### src/rtl/ser2par_rx_pkg.sv
// Shared types and constants for the serial-to-parallel receiver.
package ser2par_rx_pkg;

  typedef enum logic {
    IDLE  = 1'b0,
    SHIFT = 1'b1
  } state_t;

  localparam int unsigned DW_DEFAULT    = 8;
  localparam int unsigned DEPTH_DEFAULT = 4;

  // Occupancy counter width: must represent 0..DEPTH inclusive.
  function automatic int unsigned cnt_width(input int unsigned depth);
    return $clog2(depth) + 1;
  endfunction

endpackage

### src/rtl/ser2par_fifo.sv
// Synchronous show-ahead FIFO: o_dout always presents the head entry (0 when empty).
module ser2par_fifo
  import ser2par_rx_pkg::*;
#(
  parameter int unsigned DW    = DW_DEFAULT,
  parameter int unsigned DEPTH = DEPTH_DEFAULT
) (
  input  logic                          i_clk,
  input  logic                          i_rst,
  input  logic                          i_push,
  input  logic [DW-1:0]                 i_din,
  input  logic                          i_pop,
  output logic [DW-1:0]                 o_dout,
  output logic                          o_full,
  output logic                          o_empty,
  output logic [cnt_width(DEPTH)-1:0]   o_cnt
);

  localparam int unsigned AW = $clog2(DEPTH);
  localparam int unsigned CW = cnt_width(DEPTH);

  logic [DW-1:0] mem [DEPTH];
  logic [AW-1:0] wr_ptr;
  logic [AW-1:0] rd_ptr;
  logic [CW-1:0] cnt;
  logic          do_pop;
  logic          do_push;

  assign o_full  = (cnt == CW'(DEPTH));
  assign o_empty = (cnt == '0);
  assign o_cnt   = cnt;
  assign o_dout  = o_empty ? '0 : mem[rd_ptr];

  // A push into a full FIFO still lands when the head is leaving the same cycle.
  assign do_pop  = i_pop & ~o_empty;
  assign do_push = i_push & (~o_full | do_pop);

  // Pointer and occupancy bookkeeping; pointers wrap naturally at DEPTH.
  always_ff @(posedge i_clk or posedge i_rst) begin
    if (i_rst) begin
      wr_ptr <= '0;
      rd_ptr <= '0;
      cnt    <= '0;
    end else begin
      if (do_push) wr_ptr <= wr_ptr + AW'(1);
      if (do_pop)  rd_ptr <= rd_ptr + AW'(1);
      case ({do_push, do_pop})
        2'b10:   cnt <= cnt + CW'(1);
        2'b01:   cnt <= cnt - CW'(1);
        default: cnt <= cnt;
      endcase
    end
  end

  // Storage array; contents are only observable through the empty-gated head.
  always_ff @(posedge i_clk) begin
    if (do_push) mem[wr_ptr] <= i_din;
  end

endmodule

### src/rtl/ser2par_rx.sv
// MSB-first serial word assembler feeding a show-ahead FIFO with sticky error flags.
module ser2par_rx
  import ser2par_rx_pkg::*;
#(
  parameter int unsigned DW    = DW_DEFAULT,
  parameter int unsigned DEPTH = DEPTH_DEFAULT
) (
  input  logic                          i_clk,
  input  logic                          i_rst,
  input  logic                          i_ser_in,
  input  logic                          i_ser_vld,
  input  logic                          i_sof,
  output logic [DW-1:0]                 o_par_out,
  output logic                          o_par_vld,
  input  logic                          i_par_rdy,
  output logic [cnt_width(DEPTH)-1:0]   o_fifo_cnt,
  output logic                          o_ovf,
  output logic                          o_sync_err,
  input  logic                          i_err_clr
);

  localparam int unsigned  CTW  = $clog2(DW);
  localparam logic [CTW-1:0] LAST = CTW'(DW - 1);

  state_t          state, state_n;
  logic [CTW-1:0]  cnt, cnt_n;
  // Only DW-1 bits are kept: the final bit is appended combinationally at push time.
  logic [DW-2:0]   sh, sh_n;
  logic [DW-1:0]   word;
  logic            push;
  logic            pop;
  logic            sync_set;
  logic            ovf_set;
  logic            fifo_full;
  logic            fifo_empty;

  // Assembler state, bit counter, shift register and sticky flags.
  always_ff @(posedge i_clk or posedge i_rst) begin
    if (i_rst) begin
      state      <= IDLE;
      cnt        <= '0;
      sh         <= '0;
      o_ovf      <= 1'b0;
      o_sync_err <= 1'b0;
    end else begin
      state      <= state_n;
      cnt        <= cnt_n;
      sh         <= sh_n;
      o_ovf      <= ovf_set  | (o_ovf      & ~i_err_clr);
      o_sync_err <= sync_set | (o_sync_err & ~i_err_clr);
    end
  end

  // Next-state logic: sof always restarts a word, last bit pushes and returns to IDLE.
  always_comb begin
    state_n  = state;
    cnt_n    = cnt;
    sh_n     = sh;
    push     = 1'b0;
    sync_set = 1'b0;
    word     = {sh, i_ser_in};
    if (i_ser_vld) begin
      case (state)
        IDLE: begin
          if (i_sof) begin
            sh_n    = (DW-1)'(i_ser_in);
            cnt_n   = CTW'(1);
            state_n = SHIFT;
          end
        end
        SHIFT: begin
          if (i_sof) begin
            sync_set = 1'b1;
            sh_n     = (DW-1)'(i_ser_in);
            cnt_n    = CTW'(1);
          end else begin
            sh_n = word[DW-2:0];
            if (cnt == LAST) begin
              push    = 1'b1;
              cnt_n   = '0;
              state_n = IDLE;
            end else begin
              cnt_n = cnt + CTW'(1);
            end
          end
        end
        default: state_n = IDLE;
      endcase
    end
  end

  assign pop       = ~fifo_empty & i_par_rdy;
  assign o_par_vld = ~fifo_empty;
  assign ovf_set   = push & fifo_full & ~pop;

  ser2par_fifo #(
    .DW    (DW),
    .DEPTH (DEPTH)
  ) u_fifo (
    .i_clk   (i_clk),
    .i_rst   (i_rst),
    .i_push  (push),
    .i_din   (word),
    .i_pop   (pop),
    .o_dout  (o_par_out),
    .o_full  (fifo_full),
    .o_empty (fifo_empty),
    .o_cnt   (o_fifo_cnt)
  );

endmodule

### config.mk
export PLATFORM = sky130hd
export DESIGN_NAME = ser2par_rx
export DESIGN_NICKNAME = d
export VERILOG_FILES = /design/src/rtl/ser2par_rx_pkg.sv /design/src/rtl/ser2par_fifo.sv /design/src/rtl/ser2par_rx.sv
export SDC_FILE = /design/constraint.sdc
export NUM_CORES = 1
export LEC_CHECK = 0
export ABC_AREA = 1
export CORE_MARGIN = 8
export CORE_UTILIZATION = 45
export CTS_CLUSTER_SIZE = 10
export DETAILED_ROUTE_END_ITERATION = 10
export DONT_BUFFER_PORTS = 1
export GPL_TIMING_DRIVEN = 1
export PLACE_DENSITY = 0.64
export SLEW_MARGIN = 5
export SYNTH_ARGS = -nofsm -noshare
export SYNTH_HDL_FRONTEND = slang
export SYNTH_HIERARCHICAL = 1
export SYNTH_SLANG_ARGS = --single-unit
### constraint.sdc
create_clock -name i_clk -period 3.9 [get_ports i_clk]
set_input_delay 0.78 -clock i_clk [delete_from_list [all_inputs] [get_ports i_clk]]
set_output_delay 0.78 -clock i_clk [all_outputs]
set_load 0.05 [all_outputs]
==> flow_summary.yaml, run 1 <==
outcome:
  status: "complete, no violations"
setup_path:
  critical_path_class: "register to output pin"
  worstPathRequired_ns: 3.12
  critPathArrivalTime_ns: 1.86
  crit_path_max_fanout: 18
  end_kind: "output pin"
  start_kind: "register"
timing:
  fin_skew_ns: 0.009900
  slew_headroom_pct: 55.32
  layout_setup_ws_ns: 1.263
  worst-slew-pin-transition_ns: 0.6678
  fin_crit_ns: 2.637
  setup-violations-final: 0
  rsz0062_at_grt: "false"
  final.setup.tns_ns: 0
  finalMaxSlewViolations: 0
  period_share_pct: 67.62
  fmax_mhz: 379.2
  hold_violations: 0
route:
  ant_nets: 0
  top_layer: "met4"
  drt_wl_total_um: 4453
  vias_per_cell: 4.923
  m1WireLength_um: 1915
  wl_per_cell_um: 14.84
  route.met3.wl_um: 305
  wl_met2_um: 2133
  drt_iter0_drc: 154
  first_pass_iters: 4
  drc: 0
  via_count: 1477
yosys:
  syn-mean-instance-area_um2: 10.56
  synthTopCellsByArea: "edfxtp_1 (41%), dfrtp_1 (22%), nor2_1 (6.5%), nand2_1 (5.8%), ha_1 (3.2%)"
  ys_warn_count: 6
  syn-num-nets: 234
  ys_ff_latch: 52
  synth_area_um2: 2323
  ys_seq_area_share_pct: 62.90
  synth_area_leader_cell: "edfxtp_1"
  syn_inst: 220
  yosysUniqueCellTypes: 25
  netlist.area_leader.share_pct: 41.36
clocking:
  cts.htree.levels: 2
  cts_tree: "yes"
  cts_buffers: 5
  cts-root-buf: "clkbuf_8"
  clkTransAtPathRegs_ns: 0.09
  cts_setup_buffers: 0
  holdBufCountCts: 0
  clockBufferDepth: 2
  ctsResizeCount: 0
  worstSkewPairLatency_ns: 0.31
  clock_sinks: 52
die:
  io_pins: 21
  fp.coreArea_um2: 5042
  rows: 26
  die_h_um: 87.86
  fp.dieW_um: 87.86
  dieArea_um2: 7719
  start_util_pct: 46.08
grt:
  grt_pass1_wl_um: 7562
  globalRouteOverflowTotal: 0
  grt_pass1_vias: 1430
  grt_util_all_layers_pct: 13.18
  antenna_found_initial: 0
  grt_max_degree: 19
layout:
  n_antenna_cell: 0
  fill_cells: 440
  fin_nets: 243
  drive_gt1_share_pct: 13.91
  syn_to_final_growth_pct: 8.131
pwr:
  power_mw: 1.850
  leakage_nw: 1.108
  p_per_area_nw_per_um2: 736.4
  ir_drop_uv: 372.6
placement:
  port_buffers: 0
  dp_hpwl_um: 3177
  gp_congestion: 0.8146
  pre_cts_slack_ns: 1.349
run:
  max-cap-violations: 0
worst_hold_path:
  hold_class: "input pin to asynchronous set/reset pin"
-- cells in the final DEF, fill, tap and decap left out, drive strengths merged --
cell type,instances
nor2,44
nand2,42
edfxtp,32
inv,24
dfrtp,20
o21ai,19
nand3,14
a21oi,11
buf,8
ha,6
clkbuf,5
xor2,2
clkinvlp,1
nand3b,1
fa,1
-- sequential cells by signal (all words and copies together) (netlist names) --
name / count
u_fifo/rd_ptr: 2
cnt: 3
sh: 7
u_fifo/wr_ptr: 2
o_sync_err: 1
o_ovf: 1
state: 1
u_fifo/o_cnt: 3
u_fifo/mem: 32
-- cells in the mapped netlist --
| cell type | n |
|---|---|
| o21ai_4 | 1 |
| o21ai_0 | 6 |
| nand2_2 | 5 |
| nor2_2 | 2 |
| edfxtp_1 | 32 |
| o21ai_2 | 1 |
| nand3_2 | 1 |
| ha_1 | 6 |
| nand3b_2 | 1 |
| inv_2 | 2 |
| a21oi_1 | 11 |
| xor2_1 | 2 |
| buf_2 | 1 |
| nor2_1 | 40 |
| dfrtp_1 | 20 |
| nand3_1 | 13 |
| inv_1 | 20 |
| clkbuf_8 | 1 |
| nand2_1 | 36 |
| o21ai_1 | 11 |
| buf_6 | 1 |
| fa_1 | 1 |
| nor2_4 | 2 |
| nand2_4 | 1 |
| buf_4 | 3 |
-- final timing paths --
kind / startpoint / to / slack [ns] / depth (start not counted)
worst max-delay path: u_fifo/rd_ptr[0] / o_par_out[2] / 1.26 / 4
worst min-delay path: i_rst / u_fifo/o_cnt[2] / 0.29 / 1
worst max register to register: u_fifo/o_cnt[0] / u_fifo/mem[1][0] / 1.34 / 6
worst min register to register: cnt[1] / cnt[1] / 0.53 / 2
max in group asynchronous: i_rst / sh[5] / 3.19 / 1
min in group i_clk: cnt[1] / cnt[1] / 0.53 / 2
-- routing by layer --
layer  global-route usage (%)  vias to the layer above
li1                         -                      737
met1                    17.98                      692
met2                    18.60                       40
met3                    3.846                        8
met4                    6.250                        0
met5                        0                        -
-- stage by stage --
step / utilization, % / instance area, um^2 / hold WS, ns / instances
detailed placement: 47.97 / 2419 / 0.5072 / 292
global placement: 47.97 / 2419 / 0.4979 / 292
floorplan: - / 2323 / 0.4766 / 220
global route: 49.83 / 2512 / 0.2947 / 300
CTS: 49.83 / 2512 / 0.2944 / 300
finish: 49.83 / 2512 / 0.2885 / 300
-- report_power, final --
part	switching (mW)	total (mW)	internal (mW)
Clock	0.185	0.316	0.131
Combinational	0.538	0.766	0.228
Sequential	0.143	0.768	0.625
Total	0.866	1.85	0.984
-- cell families after synthesis --
logic type | synth area share (%)
xor+xnor | 0.7540
fa+ha+maj | 4.093
simple gates | 19.33
buf+inv | 5.815
compound gates | 7.108
flops | 62.90
-- area by class of cell --
cell class | count | area, um^2 | share of cell area, %
Clock buffer | 5 | 68.82 | 2.739
Clock inverter | 3 | 25.02 | 0.9960
Inverter | 22 | 82.58 | 3.287
Multi-Input combinational cell | 140 | 726.9 | 28.93
Sequential cell | 52 | 1461 | 58.17
Tap cell | 70 | 87.58 | 3.486
Timing Repair Buffer | 8 | 60.06 | 2.390
-- worst max-delay path: stages, from the launching register on --
cell     delay, ns
dfrtp_1       0.73
inv_2         0.27
o21ai_0       0.25
a21oi_1       0.09
buf_4         0.20
No activity file was read; power rests on OpenSTA's default activity.
==> run 2, diff against run 1 <==
- clock period: 3.9 -> 2.76 ns (I/O delays scaled with it)
==> flow_summary.yaml, run 2 (synthesized netlist as in run 1, its figures left out) <==
layout:
  drive_gt1_share_pct: 15.38
  largest_reg_flops: 32
  n_antenna_cell: 0
  final_cell_mix: "nor2_1 (40), nand2_1 (36), edfxtp_1 (32)"
  top_regs: "u_fifo/mem x32, sh x7"
  syn_to_final_growth_pct: 9.478
  layout_commonest_cell: "nor2_1"
  regMostFlops: "u_fifo/mem"
  fin_nets: 247
  fill_cells: 453
  final_cells: 304
timing:
  setup-violations-final: 0
  period_share_pct: 87.24
  slew_headroom_pct: 50.04
  worst-slew-pin-transition_ns: 0.7467
  fmax_mhz: 415.3
  fin_crit_ns: 2.408
  fin_skew_ns: 0.007005
  finalMaxSlewViolations: 0
  final.setup.tns_ns: 0
  hold_violations: 0
  rsz0062_at_grt: "false"
setup_path:
  crit_path_max_fanout: 18
  slowest_delay_ns: 0.73
  end_kind: "output pin"
  critical_path_class: "register to output pin"
  r2r_slack_ns: 0.51
  critPathArrivalTime_ns: 1.86
  worstRegToRegCells: 6
  regToRegStartpoint: "u_fifo/o_cnt[0]"
  start_kind: "register"
  worstPathRequired_ns: 2.21
  crit_slowest_cell: "dfrtp_1"
  r2r_end: "u_fifo/mem[3][0]"
  cp_cell_sequence: "inv_2, o21ai_1, a21oi_1, buf_4"
route:
  drt_wl_total_um: 4202
  drt_iter0_drc: 96
  vias_per_cell: 4.763
  first_pass_iters: 4
  drc: 0
  wl_per_cell_um: 13.82
  via_count: 1448
  ant_nets: 0
clocking:
  cts.htree.levels: 2
  worstSkewPairLatency_ns: 0.31
  cts_buffers: 5
  ctsResizeCount: 0
  cts_setup_buffers: 0
  clkTransAtPathRegs_ns: 0.09
  clockBufferDepth: 2
  cts-root-buf: "clkbuf_8"
  holdBufCountCts: 0
  clock_sinks: 52
  cts_tree: "yes"
die:
  rows: 26
  fp.dieW_um: 87.86
  fp.coreArea_um2: 5042
  io_pins: 21
  start_util_pct: 46.08
  dieArea_um2: 7719
  die_h_um: 87.86
worst_hold_path:
  hold_class: "input pin to asynchronous set/reset pin"
placement:
  port_buffers: 0
  dp_hpwl_um: 2961
  gp_congestion: 0.7021
  place_inst: 296
grt:
  grt_pass1_wl_um: 7238
  antenna_found_initial: 0
  grt_util_all_layers_pct: 12.50
  grt_pass1_vias: 1473
  grt_max_degree: 19
  globalRouteOverflowTotal: 0
pwr:
  p_per_area_nw_per_um2: 1042
  ir_drop_uv: 425.9
  leakage_nw: 1.131
run:
  max-cap-violations: 0
outcome:
  status: "complete, no violations"
==> run 2: power by group <==
group	internal (mW)	total, mW	switching (mW)
clock network	0.185	0.441	0.256
registers	0.885	0.976	0.0905
logic	0.362	1.23	0.873
==> run 2: through the flow <==
| step | setup slack, ns | util (%) | power (mW) | instance area (um^2) | hold WS, ns |
|---|---|---|---|---|---|
| 2_1_floorplan | 0.4313 | - | 1.945 | 2323 | 0.3554 |
| 3_3_place_gp | 0.5479 | 48.56 | 2.221 | 2449 | 0.3872 |
| 3_5_place_dp | 0.5008 | 48.56 | 2.240 | 2449 | 0.3943 |
| 4_1_cts | 0.3332 | 50.45 | 2.677 | 2544 | 0.05921 |
| 5_1_grt | 0.1806 | 50.45 | 2.834 | 2544 | 0.06206 |
| 6_report | 0.3522 | 50.45 | 2.651 | 2544 | 0.06340 |
==> run 2: per-layer routing <==
metal | GRT usage (%) | routed length, um | vias up | part of all wire (%)
met4 | 5.156 | 72 | 0 | 1.7
met1 | 15.73 | 1941 | 679 | 46
li1 | - | - | 741 | -
met3 | 3.659 | 207 | 5 | 4.9
met2 | 19.56 | 1980 | 23 | 47
met5 | 0 | 0 | - | 0
==> run 2: layout make-up <==
type | instances | area, um^2 | area share (%)
clock buffers | 5 | 68.82 | 2.705
clock inverters | 3 | 26.28 | 1.033
inverters | 22 | 82.58 | 3.246
multi-input cells | 140 | 726.9 | 28.58
flip-flops and latches | 52 | 1461 | 57.45
well taps | 70 | 87.58 | 3.443
repair buffers | 12 | 90.09 | 3.542
==> run 2: worst max path at each step <==
stage	depth (start not counted)	start	endpoint	slack, ns
CTS	4	u_fifo/rd_ptr[0]	o_par_out[1]	0.33
floorplan	4	u_fifo/o_cnt[0]	o_par_out[0]	0.43
global placement	6	u_fifo/o_cnt[0]	u_fifo/mem[1][7]	0.55
global route	4	u_fifo/rd_ptr[0]	o_par_out[3]	0.18
finish	4	u_fifo/rd_ptr[0]	o_par_out[1]	0.35
detailed placement	6	u_fifo/o_cnt[0]	u_fifo/mem[3][7]	0.50
==> run 2: critical path: cells and delay by family (launching register included) <==
| kind | cells | cell delay, ns |
|---|---|---|
| AO/OA/AOI/OAI | 2 | 0.33 |
| flip-flops | 1 | 0.73 |
| buffers and inverters | 2 | 0.49 |
